==> src/rtl/fetch_pkg.sv <==
// Shared types and defaults for the instruction fetch unit.
package fetch_pkg;

  localparam int DEF_ADDR_W = 32;
  localparam int DEF_DATA_W = 32;
  localparam int INST_BYTES = 4;

  typedef struct packed {
    logic [DEF_ADDR_W-1:0] pc;
    logic [DEF_DATA_W-1:0] data;
  } fetch_entry_t;

  typedef enum logic {
    ST_FETCH = 1'b0,
    ST_DRAIN = 1'b1
  } fetch_state_t;

endpackage

==> src/rtl/instr_fetch_unit_if.sv <==
// Fetch unit bus: redirect input, imem request/response channel, decode channel.
// Handshakes: a transfer happens on a rising edge where valid && ready; the sender keeps payload stable while valid && !ready. imem responses have no ready and are always accepted.
interface instr_fetch_unit_if import fetch_pkg::*; #(
  parameter int ADDR_W = DEF_ADDR_W,
  parameter int DATA_W = DEF_DATA_W
) ();

  logic              redirect_valid;
  logic [ADDR_W-1:0] redirect_pc;
  logic              imem_req_valid;
  logic              imem_req_ready;
  logic [ADDR_W-1:0] imem_req_addr;
  logic              imem_rsp_valid;
  logic [DATA_W-1:0] imem_rsp_data;
  logic              inst_valid;
  logic              inst_ready;
  logic [DATA_W-1:0] inst_data;
  logic [ADDR_W-1:0] inst_pc;
  logic              busy;
  fetch_state_t      dbg_state;

  modport master (
    input  redirect_valid, redirect_pc, imem_req_ready, imem_rsp_valid, imem_rsp_data, inst_ready,
    output imem_req_valid, imem_req_addr, inst_valid, inst_data, inst_pc, busy, dbg_state
  );

  modport slave (
    output redirect_valid, redirect_pc, imem_req_ready, imem_rsp_valid, imem_rsp_data, inst_ready,
    input  imem_req_valid, imem_req_addr, inst_valid, inst_data, inst_pc, busy, dbg_state
  );

endinterface

==> src/rtl/fetch_fifo.sv <==
// Prefetch FIFO of packed {pc, data} entries with synchronous flush; DEPTH is a power of 2.
module fetch_fifo #(
  parameter int DEPTH = 4,
  parameter int WIDTH = 64
) (
  input  logic                       clk,
  input  logic                       rst_n,
  input  logic                       flush,
  input  logic                       push,
  input  logic [WIDTH-1:0]           wdata,
  input  logic                       pop,
  output logic [WIDTH-1:0]           rdata,
  output logic [$clog2(DEPTH):0]     count,
  output logic                       full,
  output logic                       empty
);

  localparam int PTR_W = $clog2(DEPTH);
  localparam int CNT_W = PTR_W + 1;

  logic [WIDTH-1:0] mem_q [DEPTH];
  logic [WIDTH-1:0] mem_d [DEPTH];
  logic [PTR_W-1:0] wr_ptr_q, wr_ptr_d;
  logic [PTR_W-1:0] rd_ptr_q, rd_ptr_d;
  logic [CNT_W-1:0] count_q, count_d;

  always_comb begin
    mem_d    = mem_q;
    wr_ptr_d = wr_ptr_q;
    rd_ptr_d = rd_ptr_q;
    count_d  = count_q;
    if (flush) begin
      wr_ptr_d = '0;
      rd_ptr_d = '0;
      count_d  = '0;
    end else begin
      if (push) begin
        mem_d[wr_ptr_q] = wdata;
        wr_ptr_d        = wr_ptr_q + 1'b1;
      end
      if (pop) begin
        rd_ptr_d = rd_ptr_q + 1'b1;
      end
      case ({push, pop})
        2'b10:   count_d = count_q + 1'b1;
        2'b01:   count_d = count_q - 1'b1;
        default: count_d = count_q;
      endcase
    end
  end

  always_ff @(posedge clk) begin
    if (!rst_n) begin
      wr_ptr_q <= '0;
      rd_ptr_q <= '0;
      count_q  <= '0;
    end else begin
      wr_ptr_q <= wr_ptr_d;
      rd_ptr_q <= rd_ptr_d;
      count_q  <= count_d;
    end
  end

  // Storage needs no reset: an entry is only read after it has been written.
  always_ff @(posedge clk) begin
    mem_q <= mem_d;
  end

  assign rdata = mem_q[rd_ptr_q];
  assign count = count_q;
  assign full  = (count_q == CNT_W'(DEPTH));
  assign empty = (count_q == '0);

endmodule

==> src/rtl/instr_fetch_unit.sv <==
// Sequential instruction fetcher: credit-limited imem requests, in-order responses
// into a prefetch FIFO, redirect flush with discard of in-flight responses.
module instr_fetch_unit import fetch_pkg::*; #(
  parameter int                ADDR_W   = DEF_ADDR_W,
  parameter int                DATA_W   = DEF_DATA_W,
  parameter int                DEPTH    = 4,
  parameter logic [ADDR_W-1:0] RESET_PC = '0
) (
  input  logic                clk,
  input  logic                rst_n,
  instr_fetch_unit_if.master  bus
);

  localparam int                CNT_W = $clog2(DEPTH) + 1;
  localparam logic [CNT_W:0]    CAP   = (CNT_W + 1)'(DEPTH);
  localparam logic [ADDR_W-1:0] STEP  = ADDR_W'(INST_BYTES);
  localparam logic [ADDR_W-1:0] ALIGN = ADDR_W'(INST_BYTES - 1);

  fetch_state_t      state_q, state_d;
  logic [ADDR_W-1:0] fetch_pc_q, fetch_pc_d;
  logic [ADDR_W-1:0] rsp_pc_q, rsp_pc_d;
  logic [CNT_W-1:0]  out_q, out_d;
  logic [CNT_W-1:0]  discard_q, discard_d;
  logic              started_q, started_d;

  logic                     req_valid, req_fire, fifo_push, fifo_pop;
  logic [CNT_W-1:0]         fifo_count;
  logic                     fifo_full, fifo_empty;
  logic [ADDR_W+DATA_W-1:0] fifo_rdata;
  logic [ADDR_W-1:0]        redirect_target;

  // started_q holds requests off for the first cycle after any reset edge.
  assign req_valid = started_q && (state_q == ST_FETCH) && !bus.redirect_valid &&
                     (({1'b0, out_q} + {1'b0, fifo_count}) < CAP);
  assign req_fire  = req_valid && bus.imem_req_ready;
  assign fifo_push = bus.imem_rsp_valid && !bus.redirect_valid && (discard_q == '0) && !fifo_full;
  assign fifo_pop  = !fifo_empty && bus.inst_ready;
  assign redirect_target = bus.redirect_pc & ~ALIGN;

  always_comb begin
    state_d    = state_q;
    fetch_pc_d = fetch_pc_q;
    rsp_pc_d   = rsp_pc_q;
    discard_d  = discard_q;
    started_d  = 1'b1;
    out_d      = out_q + CNT_W'(req_fire) - CNT_W'(bus.imem_rsp_valid);
    if (bus.redirect_valid) begin
      // Every response still owed after this edge belongs to the old stream.
      fetch_pc_d = redirect_target;
      rsp_pc_d   = redirect_target;
      discard_d  = out_q - CNT_W'(bus.imem_rsp_valid);
      state_d    = (discard_d != '0) ? ST_DRAIN : ST_FETCH;
    end else begin
      if (req_fire) begin
        fetch_pc_d = fetch_pc_q + STEP;
      end
      if (fifo_push) begin
        rsp_pc_d = rsp_pc_q + STEP;
      end
      if (bus.imem_rsp_valid && (discard_q != '0)) begin
        discard_d = discard_q - 1'b1;
      end
      if ((state_q == ST_DRAIN) && (discard_d == '0)) begin
        state_d = ST_FETCH;
      end
    end
  end

  always_ff @(posedge clk) begin
    if (!rst_n) begin
      state_q    <= ST_FETCH;
      fetch_pc_q <= RESET_PC;
      rsp_pc_q   <= RESET_PC;
      out_q      <= '0;
      discard_q  <= '0;
      started_q  <= 1'b0;
    end else begin
      state_q    <= state_d;
      fetch_pc_q <= fetch_pc_d;
      rsp_pc_q   <= rsp_pc_d;
      out_q      <= out_d;
      discard_q  <= discard_d;
      started_q  <= started_d;
    end
  end

  fetch_fifo #(
    .DEPTH (DEPTH),
    .WIDTH (ADDR_W + DATA_W)
  ) u_fifo (
    .clk   (clk),
    .rst_n (rst_n),
    .flush (bus.redirect_valid),
    .push  (fifo_push),
    .wdata ({rsp_pc_q, bus.imem_rsp_data}),
    .pop   (fifo_pop),
    .rdata (fifo_rdata),
    .count (fifo_count),
    .full  (fifo_full),
    .empty (fifo_empty)
  );

  assign bus.imem_req_valid = req_valid;
  assign bus.imem_req_addr  = fetch_pc_q;
  assign bus.inst_valid     = !fifo_empty;
  assign bus.inst_pc        = fifo_rdata[ADDR_W+DATA_W-1:DATA_W];
  assign bus.inst_data      = fifo_rdata[DATA_W-1:0];
  assign bus.busy           = (state_q == ST_DRAIN);
  assign bus.dbg_state      = state_q;

endmodule

==> src/flat_wrapper.sv <==
// flat-port wrapper written by rule: the top's interface ports become plain ports
module instr_fetch_unit_flat import fetch_pkg::*;
#(
  parameter int                ADDR_W   = DEF_ADDR_W,
  parameter int                DATA_W   = DEF_DATA_W,
  parameter int                DEPTH    = 4,
  parameter logic [ADDR_W-1:0] RESET_PC = '0
)
  (clk, rst_n, bus_redirect_valid, bus_redirect_pc, bus_imem_req_ready, bus_imem_rsp_valid, bus_imem_rsp_data, bus_inst_ready, bus_imem_req_valid, bus_imem_req_addr, bus_inst_valid, bus_inst_data, bus_inst_pc, bus_busy, bus_dbg_state);
  instr_fetch_unit_if #(.ADDR_W(ADDR_W), .DATA_W(DATA_W)) bus_i ();
  input  logic clk;
  input  logic rst_n;
  input wire logic [$bits(bus_i.redirect_valid)-1:0] bus_redirect_valid;
  input wire logic [$bits(bus_i.redirect_pc)-1:0] bus_redirect_pc;
  input wire logic [$bits(bus_i.imem_req_ready)-1:0] bus_imem_req_ready;
  input wire logic [$bits(bus_i.imem_rsp_valid)-1:0] bus_imem_rsp_valid;
  input wire logic [$bits(bus_i.imem_rsp_data)-1:0] bus_imem_rsp_data;
  input wire logic [$bits(bus_i.inst_ready)-1:0] bus_inst_ready;
  output wire logic [$bits(bus_i.imem_req_valid)-1:0] bus_imem_req_valid;
  output wire logic [$bits(bus_i.imem_req_addr)-1:0] bus_imem_req_addr;
  output wire logic [$bits(bus_i.inst_valid)-1:0] bus_inst_valid;
  output wire logic [$bits(bus_i.inst_data)-1:0] bus_inst_data;
  output wire logic [$bits(bus_i.inst_pc)-1:0] bus_inst_pc;
  output wire logic [$bits(bus_i.busy)-1:0] bus_busy;
  output wire logic [$bits(bus_i.dbg_state)-1:0] bus_dbg_state;
  assign bus_i.redirect_valid = bus_redirect_valid;
  assign bus_i.redirect_pc = bus_redirect_pc;
  assign bus_i.imem_req_ready = bus_imem_req_ready;
  assign bus_i.imem_rsp_valid = bus_imem_rsp_valid;
  assign bus_i.imem_rsp_data = bus_imem_rsp_data;
  assign bus_i.inst_ready = bus_inst_ready;
  assign bus_imem_req_valid = bus_i.imem_req_valid;
  assign bus_imem_req_addr = bus_i.imem_req_addr;
  assign bus_inst_valid = bus_i.inst_valid;
  assign bus_inst_data = bus_i.inst_data;
  assign bus_inst_pc = bus_i.inst_pc;
  assign bus_busy = bus_i.busy;
  assign bus_dbg_state = bus_i.dbg_state;
  instr_fetch_unit #(.ADDR_W(ADDR_W), .DATA_W(DATA_W), .DEPTH(DEPTH), .RESET_PC(RESET_PC)) u_core (.clk(clk), .rst_n(rst_n), .bus(bus_i));
endmodule
==> config.mk <==
export PLATFORM = sky130hd
export DESIGN_NAME = instr_fetch_unit_flat
export DESIGN_NICKNAME = d
export VERILOG_FILES = /design/src/rtl/fetch_pkg.sv /design/src/rtl/instr_fetch_unit_if.sv /design/src/rtl/fetch_fifo.sv /design/src/rtl/instr_fetch_unit.sv /design/src/flat_wrapper.sv
export SDC_FILE = /design/constraint.sdc
export NUM_CORES = 1
export LEC_CHECK = 0
export ABC_AREA = 1
export BUFFER_PORTS_ARGS = -buffer_cell sky130_fd_sc_hd__buf_2
export CAP_MARGIN = 20
export CORE_MARGIN = 2
export CORE_UTILIZATION = 50
export DETAILED_ROUTE_END_ITERATION = 12
export PLACE_DENSITY = 0.7
export SLEW_MARGIN = 30
export SYNTH_ARGS = -nofsm -noshare
export SYNTH_HDL_FRONTEND = slang
export SYNTH_SLANG_ARGS = --single-unit
==> constraint.sdc <==
create_clock -name clk -period 8.54 [get_ports clk]
set_input_delay 0.854 -clock clk [delete_from_list [all_inputs] [get_ports clk]]
set_output_delay 0.854 -clock clk [all_outputs]
set_load 0.02 [all_outputs]
==> key figures <==
Worst setup path
  – Slowest-stage cell, CP: clkinv_2
  – Worst reg2reg startpoint: u_core.out_q[2]
  – Worst EP required: 7.69 ns
  – Reg-to-reg endpoint: u_core.out_q[2]
  – CP max stage delay: 0.80 ns
  – Setup crit end kind: output pin
  – Crit-path cells: clkinv_2 > buf_4 > o21ai_0 > o22ai_1 > buf_2
  – R2R Setup Slk: 6.03 ns
  – Arr. time, crit path: 3.10 ns
  – CP max FO: 70
  – Critical path class: register to output pin
  – CP startpoint: u_core.u_fifo.rd_ptr_q[0]
  – Worst-case reg-to-reg path depth: 12
  – Worst setup SP type: register

Timing
  – Skew final: 0.0270 ns
  – RSZ-0062 raised after global routing: no
  – Max Fclk: ~250 MHz
  – Fin worst setup slack: around 4.6 ns
  – Setup Total Neg Slack: 0 ns
  – Final Cycle Share: 46.2%
  – Setup Viol. Count Final: 0
  – Slew @ Worst Pin: ~0.97 ns
  – Period minus WS final: 3.95 ns
  – Fin. Hold Viols: 0
  – Slew HR: between 30% and 40%
  – Slew Limit Fails: 0

CTS
  – Latest clock arrival within the worst-skew pair: 0.52 ns
  – Reg clk slew, reported paths: 0.05 ns
  – CTS Sinks: 323
  – Hold Buf Count CTS: 0
  – Postcts setup bufs: 0
  – CTS resizes: 0
  – Max H-tree Level: 2
  – Max Root-Sink Buffers: 3
  – CTS tree: done
  – CTS Root Cell: clkbuf_16
  – Clock buffer count from CTS: 35

Global routing
  – First-pass GRT wire length: 51,000 um
  – Vias in the first global route: around 9.7k
  – Remaining global-route overflow: 0
  – Initial antenna violation count: 1
  – Total GRT Usage: 22.1%
  – Maximum number of pins on one net before global-route repair: 92

Placement
  – IO buf count: 163
  – GP Congestion: 0.910
  – Setup WS pre-CTS: between 5 and 6 ns
  – HPWL after DPL: a little over 20,000 um
  – Post-placement cell count: 1,898

Floorplanning
  – Initial Util: 50.8%
  – Vert. Die Dim: ~170 um
  – Die Span X: 172 um
  – I/O pin cnt: 170
  – Row cnt: 61
  – Die area: 29,600 um2
  – Core Region: 27,800 um2

Yosys
  – Mapped Avg Cell Area: 10.0 um2
  – Seq/Total Area, Yosys: 63.4%
  – Count of state elements after synthesis: 323
  – Synthesis Warnings: 0
  – Area contributors post-synth: edfxtp_1 53%, dfxtp_1 11%, nand2_1 6.5%
  – Commonest register cell after synthesis: edfxtp_1
  – Async SR Flop Fraction: 0%
  – Post-synthesis instance total: 1,412
  – Distinct cell type count after synthesis: 42
  – Post-synth top area share: 52.7%
  – Synth area leader: edfxtp_1
  – EDFF count, synth: 248
  – Post-Syn Area: 14,100 um2

Pwr
  – Total power: 0.00358 W
  – Power per Cell Area: 219 nW/um2
  – Leak: 6.26 nW
  – VDD IR max: about 0.00011 V

Routing
  – DRC violation count after routing: 0
  – Final ANT Viol Nets: 0
  – Drt wl/cell: ~17 um
  – Drt total wl: 32,900 um
  – Via Count: 10.5k
  – Vias/cell: roughly 5.3
  – DRT Pass-1 Iters: 5
  – DRT iter0 DRCs: just over 900

Worst hold path
  – Hold EP: u_core.u_fifo.count[0]
  – HP Start: u_core.u_fifo.count[0]
  – Hold WC Path Type: register to register
  – Hold depth: 1

Layout
  – Fraction of layout cells with a size suffix above 1: 16.6%
  – Nets@finish: approximately 1.6k
  – Post-layout util: 58.9%
  – Synthesis-to-finish area growth: 15.9%
  – Non-Filler Instances: 1,961

Outcome
  – Status: finished clean

Flow run
  – Max-cap viol count: 0
## routing by layer
metal	wire [um]	up-vias	global-route usage [%]	share of wire [%]
met3	2480	40	3.80	7.5
met1	14600	4970	30.5	44
li1	-	5131	-	-
met5	0	-	0	0
met2	15300	350	36.5	46
met4	521	0	5.33	1.6
## power breakdown
part	switching [W]	internal [W]	leakage, nW
sequential	0.0000478	0.00174	2.89
combinational	0.000193	0.0000921	2.80
clock	0.000601	0.000908	0.579
total	0.000841	0.00274	6.26
## logic make-up after synthesis
kind of cell	after synthesis	synth area share, %
DFF	323	63.4
adders and majority gates	17	1.61
AOI/OAI and AO/OA	293	11.3
other	1	0.0266
and+or+nand+nor	577	16.9
xor gates and xnor gates	23	1.43
buffers and inverters	178	5.35
## synth_stat cells (3+ instances only)
cell type,n
edfxtp_1,248
nand2_1,246
nor2_1,231
o21ai_0,159
inv_1,104
dfxtp_1,75
nand3_1,66
o22ai_1,64
a21oi_1,50
clkbuf_1,42
xor2_1,19
ha_1,15
buf_2,13
nand4_1,7
a31oi_1,6
buf_6,6
nor2_2,6
buf_4,5
nor2_4,5
nand2_2,4
o21ai_1,4
xnor2_1,4
inv_2,3
nand2_4,3
o21bai_1,3
## placed cells by master (no fill, tap or decap), types with 50 or more instances in the layout
master,n
a21oi_1,50
buf_2,163
o21ai_0,159
inv_1,104
nand2_1,246
nand3_1,66
edfxtp_1,248
nor2_1,227
dfxtp_1,73
o22ai_1,64
## worst max-delay path by stage
stage                     slack (ns)                      to
after floorplan                 3.99  u_core.u_fifo.mem_q[0]
after global placement          5.13  u_core.u_fifo.count[2]
after detailed placement        5.05  u_core.u_fifo.count[2]
after CTS                       4.57        bus_inst_data[3]
after global routing            4.35       bus_inst_data[13]
final                           4.59        bus_inst_data[5]
## final cells by class
type / count / area [um2]
clock inverter: 18 / 186
timing repair buffer: 173 / 891
antenna: 1 / 2.50
tap: 378 / 473
fill: 2406 / 11400
sequential: 323 / 8950
clock buffer: 44 / 981
inverter: 110 / 422
multi-input combinational: 914 / 4460
## flip-flops by register name, summed over array words and instances, names as in the netlist
| register | cells |
|---|---|
| u_core.bus.busy | 1 |
| u_core.out_q | 3 |
| u_core.bus.imem_req_addr | 30 |
| u_core.rsp_pc_q | 30 |
| u_core.u_fifo.mem_q | 248 |
| u_core.u_fifo.rd_ptr_q | 2 |
| u_core.u_fifo.wr_ptr_q | 2 |
| u_core.u_fifo.count | 3 |
| u_core.discard_q | 3 |
| u_core.started_q | 1 |
## stage by stage
step           cell area (um2)  hold slack (ns)
2_1_floorplan            14100            0.456
3_3_place_gp             15200            0.483
3_5_place_dp             15200            0.493
4_1_cts                  16400            0.506
5_1_grt                  16400            0.533
6_report                 16400            0.504
## critical path: cells and delay by family (launching register included)
family,cells,cell delay [ns]
buffers and inverters,3,1.58
AOI/OAI and AO/OA,2,0.35
DFF,1,0.58
Power figures use the tool's default switching activity.
